**config.mk**
```make
export PLATFORM = sky130hd
export DESIGN_NAME = morra_cinese_n
export DESIGN_NICKNAME = d
export VERILOG_FILES = /design/src/rtl/morra_pkg.sv /design/src/rtl/morra_giudice.sv /design/src/rtl/morra_cinese_n.sv
export SDC_FILE = /design/constraint.sdc
export NUM_CORES = 1
export LEC_CHECK = 0
export ABC_AREA = 1
export BUFFER_PORTS_ARGS = -buffer_cell sky130_fd_sc_hd__clkbuf_2
export CAP_MARGIN = 40
export CORE_ASPECT_RATIO = 1.4
export CORE_MARGIN = 8
export CORE_UTILIZATION = 40
export DETAILED_ROUTE_END_ITERATION = 8
export SLEW_MARGIN = 20
export SYNTH_ARGS = -nofsm -noshare
export SYNTH_HDL_FRONTEND = slang
export SYNTH_SLANG_ARGS = --single-unit
```
**constraint.sdc**
```tcl
create_clock -name clk -period 1.9 [get_ports clk]
set_input_delay 0.19 -clock clk [delete_from_list [all_inputs] [get_ports clk]]
set_output_delay 0.19 -clock clk [all_outputs]
set_load 0.02 [all_outputs]
```
**src/rtl/morra_pkg.sv**
```systemverilog
// Shared encodings, FSM state type and the round-judging rule for morra cinese.
package morra_pkg;

    localparam logic [1:0] MV_NONE    = 2'b00;
    localparam logic [1:0] MV_SASSO   = 2'b01;
    localparam logic [1:0] MV_CARTA   = 2'b10;
    localparam logic [1:0] MV_FORBICE = 2'b11;

    localparam logic [1:0] RES_NONE    = 2'b00;
    localparam logic [1:0] RES_PRIMO   = 2'b01;
    localparam logic [1:0] RES_SECONDO = 2'b10;
    localparam logic [1:0] RES_DRAW    = 2'b11;

    typedef enum logic [1:0] {
        INIZIO = 2'd0,
        GIOCO  = 2'd1,
        FINE   = 2'd2
    } state_t;

    // Result of two non-empty moves: carta > sasso, forbice > carta, sasso > forbice.
    function automatic logic [1:0] judge(input logic [1:0] a, input logic [1:0] b);
        if (a == b)
            return RES_DRAW;
        else if ((a == MV_CARTA   && b == MV_SASSO)   ||
                 (a == MV_FORBICE && b == MV_CARTA)   ||
                 (a == MV_SASSO   && b == MV_FORBICE))
            return RES_PRIMO;
        else
            return RES_SECONDO;
    endfunction

endpackage

```
**src/rtl/morra_giudice.sv**
```systemverilog
// Combinational round judge: classifies a move pair as abort, invalid or a counted result.
module morra_giudice
    import morra_pkg::*;
#(
    parameter int NO_REPEAT = 1
) (
    input  logic [1:0] i_primo,
    input  logic [1:0] i_secondo,
    input  logic [1:0] i_last_win,
    input  logic [1:0] i_last_move,
    output logic       o_abort,
    output logic       o_valid,
    output logic [1:0] o_res
);

    logic w_repeat;

    // Classify the round; a last winner replaying its winning move is rejected.
    always_comb begin
        o_abort  = 1'b0;
        o_valid  = 1'b0;
        o_res    = RES_NONE;
        w_repeat = (NO_REPEAT != 0) &&
                   ((i_last_win == RES_PRIMO   && i_primo   == i_last_move) ||
                    (i_last_win == RES_SECONDO && i_secondo == i_last_move));
        if (i_primo == MV_NONE && i_secondo == MV_NONE) begin
            o_abort = 1'b1;
        end else if (i_primo != MV_NONE && i_secondo != MV_NONE && !w_repeat) begin
            o_valid = 1'b1;
            o_res   = judge(i_primo, i_secondo);
        end
    end

endmodule

```
**src/rtl/morra_cinese_n.sv**
```systemverilog
// Morra cinese game controller: counts valid rounds, tracks a saturating lead, decides the game.
module morra_cinese_n
    import morra_pkg::*;
#(
    parameter int WIN_LEAD   = 2,
    parameter int MIN_MANCHE = 4,
    parameter int CFG_W      = 4,
    parameter int NO_REPEAT  = 1,
    localparam int CNT_W     = $clog2(2**CFG_W + MIN_MANCHE),
    localparam int LEAD_W    = $clog2(WIN_LEAD + 1) + 1
) (
    input  logic                     clk,
    input  logic                     inizio,
    input  logic [CFG_W-1:0]         config_max,
    input  logic [1:0]               primo,
    input  logic [1:0]               secondo,
    output logic [1:0]               manche,
    output logic [1:0]               partita,
    output logic [CNT_W-1:0]         conteggio,
    output logic signed [LEAD_W-1:0] vantaggio
);

    localparam logic signed [LEAD_W-1:0] LEAD_MAX = LEAD_W'(WIN_LEAD);
    localparam logic signed [LEAD_W-1:0] LEAD_MIN = -LEAD_MAX;
    localparam logic signed [LEAD_W-1:0] LEAD_ONE = LEAD_W'(1);

    state_t                   r_state, w_state_nx;
    logic [CNT_W-1:0]         r_limit, w_limit_nx;
    logic [CNT_W-1:0]         r_cnt, w_cnt_nx;
    logic signed [LEAD_W-1:0] r_lead, w_lead_nx;
    logic [1:0]               r_last_win, w_last_win_nx;
    logic [1:0]               r_last_move, w_last_move_nx;
    logic [1:0]               r_manche, w_manche_nx;
    logic [1:0]               r_partita, w_partita_nx;

    logic                     w_abort;
    logic                     w_valid;
    logic [1:0]               w_res;

    function automatic logic [1:0] by_sign(input logic signed [LEAD_W-1:0] v);
        if (v == '0)
            return RES_DRAW;
        else if (v[LEAD_W-1])
            return RES_SECONDO;
        else
            return RES_PRIMO;
    endfunction

    morra_giudice #(
        .NO_REPEAT (NO_REPEAT)
    ) u_giudice (
        .i_primo     (primo),
        .i_secondo   (secondo),
        .i_last_win  (r_last_win),
        .i_last_move (r_last_move),
        .o_abort     (w_abort),
        .o_valid     (w_valid),
        .o_res       (w_res)
    );

    // State and all output-facing registers; inizio clears everything asynchronously.
    always_ff @(posedge clk or posedge inizio) begin
        if (inizio) begin
            r_state     <= INIZIO;
            r_limit     <= '0;
            r_cnt       <= '0;
            r_lead      <= '0;
            r_last_win  <= RES_NONE;
            r_last_move <= MV_NONE;
            r_manche    <= RES_NONE;
            r_partita   <= RES_NONE;
        end else begin
            r_state     <= w_state_nx;
            r_limit     <= w_limit_nx;
            r_cnt       <= w_cnt_nx;
            r_lead      <= w_lead_nx;
            r_last_win  <= w_last_win_nx;
            r_last_move <= w_last_move_nx;
            r_manche    <= w_manche_nx;
            r_partita   <= w_partita_nx;
        end
    end

    // Next-state and next-output logic; an early lead decision outranks the round limit.
    always_comb begin
        w_state_nx     = r_state;
        w_limit_nx     = r_limit;
        w_cnt_nx       = r_cnt;
        w_lead_nx      = r_lead;
        w_last_win_nx  = r_last_win;
        w_last_move_nx = r_last_move;
        w_manche_nx    = RES_NONE;
        w_partita_nx   = r_partita;
        case (r_state)
            INIZIO: begin
                w_state_nx     = GIOCO;
                w_limit_nx     = CNT_W'(config_max) + CNT_W'(MIN_MANCHE);
                w_cnt_nx       = '0;
                w_lead_nx      = '0;
                w_last_win_nx  = RES_NONE;
                w_last_move_nx = MV_NONE;
                w_partita_nx   = RES_NONE;
            end
            GIOCO: begin
                if (w_abort) begin
                    w_state_nx   = FINE;
                    w_partita_nx = by_sign(r_lead);
                end else if (w_valid) begin
                    w_manche_nx = w_res;
                    w_cnt_nx    = r_cnt + 1'b1;
                    if (w_res == RES_PRIMO && r_lead != LEAD_MAX)
                        w_lead_nx = r_lead + LEAD_ONE;
                    else if (w_res == RES_SECONDO && r_lead != LEAD_MIN)
                        w_lead_nx = r_lead - LEAD_ONE;
                    if (w_res == RES_DRAW) begin
                        w_last_win_nx  = RES_NONE;
                        w_last_move_nx = MV_NONE;
                    end else begin
                        w_last_win_nx  = w_res;
                        w_last_move_nx = (w_res == RES_PRIMO) ? primo : secondo;
                    end
                    if (w_cnt_nx >= CNT_W'(MIN_MANCHE) &&
                        (w_lead_nx >= LEAD_MAX || w_lead_nx <= LEAD_MIN)) begin
                        w_state_nx   = FINE;
                        w_partita_nx = by_sign(w_lead_nx);
                    end else if (w_cnt_nx == r_limit) begin
                        w_state_nx   = FINE;
                        w_partita_nx = by_sign(w_lead_nx);
                    end
                end
            end
            FINE: begin
                w_state_nx = FINE;
            end
            default: begin
                w_state_nx = INIZIO;
            end
        endcase
    end

    assign manche    = r_manche;
    assign partita   = r_partita;
    assign conteggio = r_cnt;
    assign vantaggio = r_lead;

endmodule

```
# Yosys cells after proc, flatten, opt, wreduce, memory -nomap -nowiden
# Index checks and enable logic that the tools add are counted.
# Widths: inputs -> output; s select.
dict set report op_classes {
  n_addsub 4
  n_mul 0
  div 0
  order_cmp 3
  n_eq_ne 23
  shift 0
  muxes 44
  n_bitwise 0
  n_reduce_logical 27
}
# cell n
set op_table {}
lappend op_table {{$mux 2} 26}
lappend op_table {{$mux 3} 7}
lappend op_table {{$eq 2x2->1 const B} 8}
lappend op_table {{$pmux 2 s2} 3}
lappend op_table {{$logic_and 1x1->1} 11}
lappend op_table {{$eq 2x1->1 const B} 5}
lappend op_table {{$mux 5} 2}
lappend op_table {{$pmux 5 s2} 1}
lappend op_table {{$eq 2x2->1} 3}
lappend op_table {{$logic_not 2->1} 3}
lappend op_table {{$logic_not 3->1} 2}
lappend op_table {{$pmux 2 s3} 1}
lappend op_table {{$pmux 3 s2} 1}
lappend op_table {{$reduce_and 3->1} 2}
lappend op_table {{$reduce_bool 2->1} 3}
lappend op_table {{$add 4x3->5 const B} 1}
lappend op_table {{$add 5x1->5 const B} 1}
lappend op_table {{$eq 5x5->1} 1}
lappend op_table {{$ge 5x3->1 const B} 1}
lappend op_table {{$logic_or 1x1->1} 4}
lappend op_table {{$ne 4x3->1 const B} 1}
lappend op_table {{$add 3x2->3 const B} 1}
lappend op_table {{$ge 3x3->1 const B} 1}
lappend op_table {{$le 3x2->1 const B} 1}
lappend op_table {{9 further kinds} 11}
dict set report totals {
  register_bits 23
  latch_bits 0
  ram_bits 0
  romBits 0
  output_inout_bits 12
  word_cells 109
  memories 0
}

# Logic depth before layout (Yosys ltp)
dict set report depth {
  ltp_word 22
  depth_mapped 17
}

# Modules after synthesis
# From an unflattened synthesis, not the netlist that was laid out.
dict set report hier_totals {
  cells_unflattened 214
  area_unflattened_um2 1564.0
}
# mod instances cells_each area_per_inst_um2
set modules_own_cells {}
lappend modules_own_cells {morra_cinese_n 1 177 1387.6}
lappend modules_own_cells {morra_giudice 1 37 176.4}

# Least setup slack after synthesis
# No wires, ideal clock.
dict set report synth_path {
  path_type {reg-to-reg}
  start {register r_cnt[0], in the netlist conteggio[0]}
  end {register r_partita[1], in the netlist partita[1]}
  arrival_time_ns 1.776
  t_required_ns 1.783
  slack_ns 0.007
  path_stages_with_launch 11
  n_path_buf 0
  synth_period_minus_slack_ns 1.893
  cell_sequence {dfrtp_1 -> ha_1 -> xor2_1 -> xor2_1 -> a211oi_1 -> o211a_1 -> o21ai_0 -> nand3_4 -> nand2_2 -> nand2_1 -> nand2_1}
}
dict set report synth_via {
  elab_chain_len 7
  elab_cells_between_ends 10
}
# element line_no
set synth_lines {}
lappend synth_lines {{from (decl)} morra_cinese_n.sv:29} ;# logic [CNT_W-1:0] r_cnt, w_cnt_nx;
lappend synth_lines {{from (signal assigned)} morra_cinese_n.sv:75} ;# r_cnt <= w_cnt_nx;
lappend synth_lines {{$add 5x1->5 (*)} morra_cinese_n.sv:110} ;# w_cnt_nx = r_cnt + 1'b1;
lappend synth_lines {{$ge 5x3->1} morra_cinese_n.sv:122} ;# if (w_cnt_nx >= CNT_W'(MIN_MANCHE) &&
lappend synth_lines {{$logic_and 1x1->1} morra_cinese_n.sv:122}
lappend synth_lines {{$mux 2} morra_cinese_n.sv:122}
lappend synth_lines {{$mux 2} morra_cinese_n.sv:108} ;# end else if (w_valid) begin
lappend synth_lines {{$mux 2} morra_cinese_n.sv:105} ;# if (w_abort) begin
lappend synth_lines {{$pmux 2 s2} morra_cinese_n.sv:94} ;# case (r_state)
lappend synth_lines {{to (signal assigned)} morra_cinese_n.sv:80} ;# r_partita <= w_partita_nx;
lappend synth_lines {{to (decl)} morra_cinese_n.sv:34} ;# logic [1:0] r_partita, w_partita_nx;
# Every way passes the cells marked *; elsewhere a longest branch is shown, timed or not. The select of a mux whose other input is x is not followed.
# A chain may end at the register's enable or synchronous reset.

# Final worst setup path
dict set report layout_path {
  start {register r_last_move[0]}
  end {register r_last_move[0]}
}
dict set report layout_via {
  elab_chain_len 13
  elab_cells_between_ends 20
}
# element line_no
set layout_lines {}
lappend layout_lines {{from (decl)} morra_cinese_n.sv:32} ;# logic [1:0] r_last_move, w_last_move_nx;
lappend layout_lines {{from (signal assigned)} morra_cinese_n.sv:78} ;# r_last_move <= w_last_move_nx;
lappend layout_lines {{$eq 2x2->1, on equally long branches} {morra_giudice.sv:24, morra_giudice.sv:25}}
lappend layout_lines {{$logic_and 1x1->1, on equally long branches} {morra_giudice.sv:24, morra_giudice.sv:25}}
lappend layout_lines {{$logic_or 1x1->1 (*)} morra_giudice.sv:24} ;# ((i_last_win == RES_PRIMO && i_primo == i_last_move) ||
lappend layout_lines {{$logic_not 1->1 (*)} morra_giudice.sv:28} ;# end else if (i_primo != MV_NONE && i_secondo != MV_NONE && !w_repeat) begin
lappend layout_lines {{$logic_and 1x1->1 (*)} morra_giudice.sv:28}
lappend layout_lines {{$mux 2} morra_giudice.sv:28}
lappend layout_lines {{$mux 2} morra_giudice.sv:26} ;# if (i_primo == MV_NONE && i_secondo == MV_NONE) begin
lappend layout_lines {{$eq 2x1->1} morra_cinese_n.sv:120} ;# w_last_move_nx = (w_res == RES_PRIMO) ? primo : secondo;
lappend layout_lines {{$mux 2} morra_cinese_n.sv:120}
lappend layout_lines {{$mux 2} morra_cinese_n.sv:115} ;# if (w_res == RES_DRAW) begin
lappend layout_lines {{$mux 2} morra_cinese_n.sv:108}
lappend layout_lines {{$mux 2} morra_cinese_n.sv:105}
lappend layout_lines {{$pmux 2 s2} morra_cinese_n.sv:94}
# Marked as above.

==> flow_metrics.env <==
export IMPL_path_max_fanout=6
export IMPL_tritoncts="yes"
export IMPL_die_y_um=90.1
export IMPL_power_density_mw_per_mm2=1380
export IMPL_gp_congestion=0.830
export IMPL_timing_rr_end="r_last_move[0]$_DFFE_PP0P_"
export IMPL_holdCritPathClass="input port to flop"
export IMPL_period_share_pct=97.0
export IMPL_rsz0062_at_grt="true"
export IMPL_sw_frac_of_total_pct=46.2
export IMPL_areaGrowthSynthToFinish_pct=30.2
export IMPL_placed_cells=284
export IMPL_portBuffers=21
export IMPL_pwr_share_clk_pct=10.6
export IMPL_ant_nets=0
export IMPL_intPower_mw=1.52
export IMPL_fmax_ghz=0.542
export IMPL_crit_arrival_ps=1980
export IMPL_drt_initial_drc_count=71
export IMPL_worst_ep_required_time_ps=2030
export IMPL_dieArea_mm2=0.00621
export IMPL_diodes=0
export IMPL_crit_buf_inv=6
export IMPL_cts_buffers=3
export IMPL_antenna_found_initial=0
export IMPL_grt_util_all_layers_pct=12.2
export IMPL_yosys_cell_types_count=28
export IMPL_clk_latency_ps=260
export IMPL_final_cells=295
export IMPL_pwr_share_comb_pct=61.2
export IMPL_cts_sinks=23
export IMPL_drc=0
export IMPL_power_frac_seq_pct=28.2
export IMPL_die_w_um=68.9
export IMPL_cp_start_kind="flop"
export IMPL_skew_ps=2.18
export IMPL_crit_family="buffers and inverters"
export IMPL_finalSetupViolations=0
export IMPL_holdPathEnd="r_limit[0]$_DFFE_PP0N_"
export IMPL_regToRegSetupSlack_ps=60
export IMPL_status="finished clean"
export IMPL_worstHoldStart="config_max[0]"
export IMPL_yosys_area_top_type="dfrtp_1"
export IMPL_rows=27
export IMPL_synth_area_leaders="dfrtp_1 (37%), nand2_1 (16%), ha_1 (8.0%)"
export IMPL_fillers=394
export IMPL_wl_per_cell_um=12.4
export IMPL_worstPathCellList="inv_2 -> nand2_1 -> nand3_2 -> o21bai_4 -> nor2_8 -> buf_6 -> buf_4 -> buf_4 -> inv_4 -> a21oi_2 -> buf_6 -> o221ai_1"
export IMPL_start_util_pct=40.7
export IMPL_maxCapViolCount=0
export IMPL_p_leak_nw=1.08
export IMPL_grt_use_met2_pct=22.1
export IMPL_grt_pass1_vias=1436
export IMPL_holdPathStages=3
export IMPL_cp_slowest_cell="dfrtp_1"
export IMPL_postSynthCellCount=206
export IMPL_wl_mm=3.66
export IMPL_via_per_inst=4.98
export IMPL_cts_root_buf="clkbuf_8"
export IMPL_vias=1470
export IMPL_min_period_ps=1840
export IMPL_gr_usage_met1_pct=13.4
export IMPL_ioPinCount=22
export IMPL_grt_overflow_total=0
export IMPL_ys_warn_count=0
export IMPL_synth_area_per_cell_um2=7.61
export IMPL_path_clk_slew_ps=80
export IMPL_power_switching_mw=1.30
export IMPL_synth_nets=226
export IMPL_synth_area_mm2=0.00157
export IMPL_final_max_slew_viol_count=0
export IMPL_ys_ff_latch=23
export IMPL_r2r_start="r_last_move[0]$_DFFE_PP0P_"
export IMPL_coreArea_mm2=0.00385
export IMPL_final_util_pct=53.0
export IMPL_ys_seq_area_share_pct=36.7
export IMPL_finalNetCount=273
export IMPL_maxSlewHeadroom_pct=77.4
export IMPL_ir_drop_mv=0.670
export IMPL_hold_viol=0
export IMPL_dr_pass1_iters=4
export IMPL_power_total_mw=2.82
export IMPL_clock_path_buffers=2
export IMPL_grt_pass1_wl_mm=6.11
export IMPL_layout_drive_gt1_share_pct=36.9
export IMPL_hpwlAfterDp_mm=2.83
export IMPL_grt_use_met3_pct=1.49
export IMPL_grt_max_degree=24
export IMPL_mostFrequentLayoutCell="nand2_1"
export IMPL_worstSetupPathType="flop to flop"
export IMPL_final_cell_mix="nand2_1 (60), dfrtp_1 (23), clkbuf_2 (21)"
export IMPL_reg2reg_depth=12
export IMPL_setup_tns_ps=0
export IMPL_htreeDepth=1
export IMPL_top_usage_layer="met2"
export IMPL_worstSetupEndpointType="flop"
export IMPL_critPathMaxStageDelay_ps=410
export IMPL_synth_top_cell_area_share_pct=36.7
export IMPL_worst_pin_slew_ps=337
synthesized netlist by cell type, drive strengths merged:
cell / number
a211oi: 1
a21oi: 1
buf: 1
dfrtp: 23
ha: 10
inv: 25
nand2: 72
nand3: 22
nand3b: 1
nand4: 6
nor2: 15
nor3: 1
o211a: 1
o21ai: 14
o21bai: 1
o221ai: 2
o22ai: 3
or2: 3
xor2: 4
area by class of cell:
class	instances	area (um^2)	area share, %
inverters	25	96.3	4.72
clock buffers	4	45.0	2.21
well taps	43	53.8	2.63
flip-flops and latches	23	576	28.2
repair buffers	43	280	13.7
multi-input cells	157	991	48.5
how the worst max path moves through the flow:
| stage | from | end | slack, ps | cells after the start |
|---|---|---|---|---|
| after floorplan | conteggio[0]$_DFFE_PP0P_ | partita[1]$_DFFE_PP0P_ | 7 | 10 |
| after global placement | primo[1] | partita[0]$_DFFE_PP0P_ | 20 | 17 |
| after detailed placement | primo[1] | partita[1]$_DFFE_PP0P_ | -10 | 15 |
| after CTS | r_last_move[0]$_DFFE_PP0P_ | r_last_move[1]$_DFFE_PP0P_ | 4 | 13 |
| after global routing | vantaggio[0]$_DFFE_PP0P_ | partita[1]$_DFFE_PP0P_ | -90 | 14 |
| final | r_last_move[0]$_DFFE_PP0P_ | r_last_move[0]$_DFFE_PP0P_ | 60 | 12 |
sequential cells by signal, indices dropped and copies added, names as in the netlist:
register	flops
manche	2
vantaggio	3
r_state	2
r_limit	5
r_last_move	2
conteggio	5
r_last_win	2
partita	2
what timing repair did:
action | CTS | global route
buffers inserted | 4 | 2
gates resized for setup | 8 | 29
pin swaps | 4 | 16
hold buffers | 1 | 0
setup endpoints to repair | 4 | 16
endpoints found under the hold margin | 23 | 0
gates cloned | 0 | 0
metrics by stage:
stage	instance area, um^2	hold slack [ps]	worst slack (ps)
after floorplan	1570	192	7.19
after global placement	1830	231	16.4
after detailed placement	1830	234	-10.8
after CTS	1920	119	3.81
after global routing	2040	123	-90.7
final	2040	125	56.1
routing by layer:
metal	vias up	part of all wire, %
met5	-	0
met4	0	1.6
met3	7	1.6
met2	14	55
met1	684	42
li1	765	-
power by group through the flow:
stage	clock network [mW]	registers [mW]	logic, mW
2_1_floorplan	0	0.859	0.952
4_1_cts	0.313	0.791	1.54
3_5_place_dp	0	0.798	1.50
6_report	0.298	0.795	1.73
3_3_place_gp	0	0.797	1.48
5_1_grt	0.332	0.816	1.95
worst min-delay path, delay by kind of cell:
| family | cells | cell delay, ps |
|---|---|---|
| simple gates | 2 | 90 |
| buf+inv | 1 | 70 |
cell families after synthesis:
group,Yosys count,share of synthesized area [%]
AO/OA/AOI/OAI,23,9.66
buffers and inverters,26,6.46
XOR/XNOR,4,2.23
adder cells (fa/ha/maj),10,7.98
AND/OR/NAND/NOR,120,37.0
flip-flops,23,36.7
(Power assumes the default switching activity.)
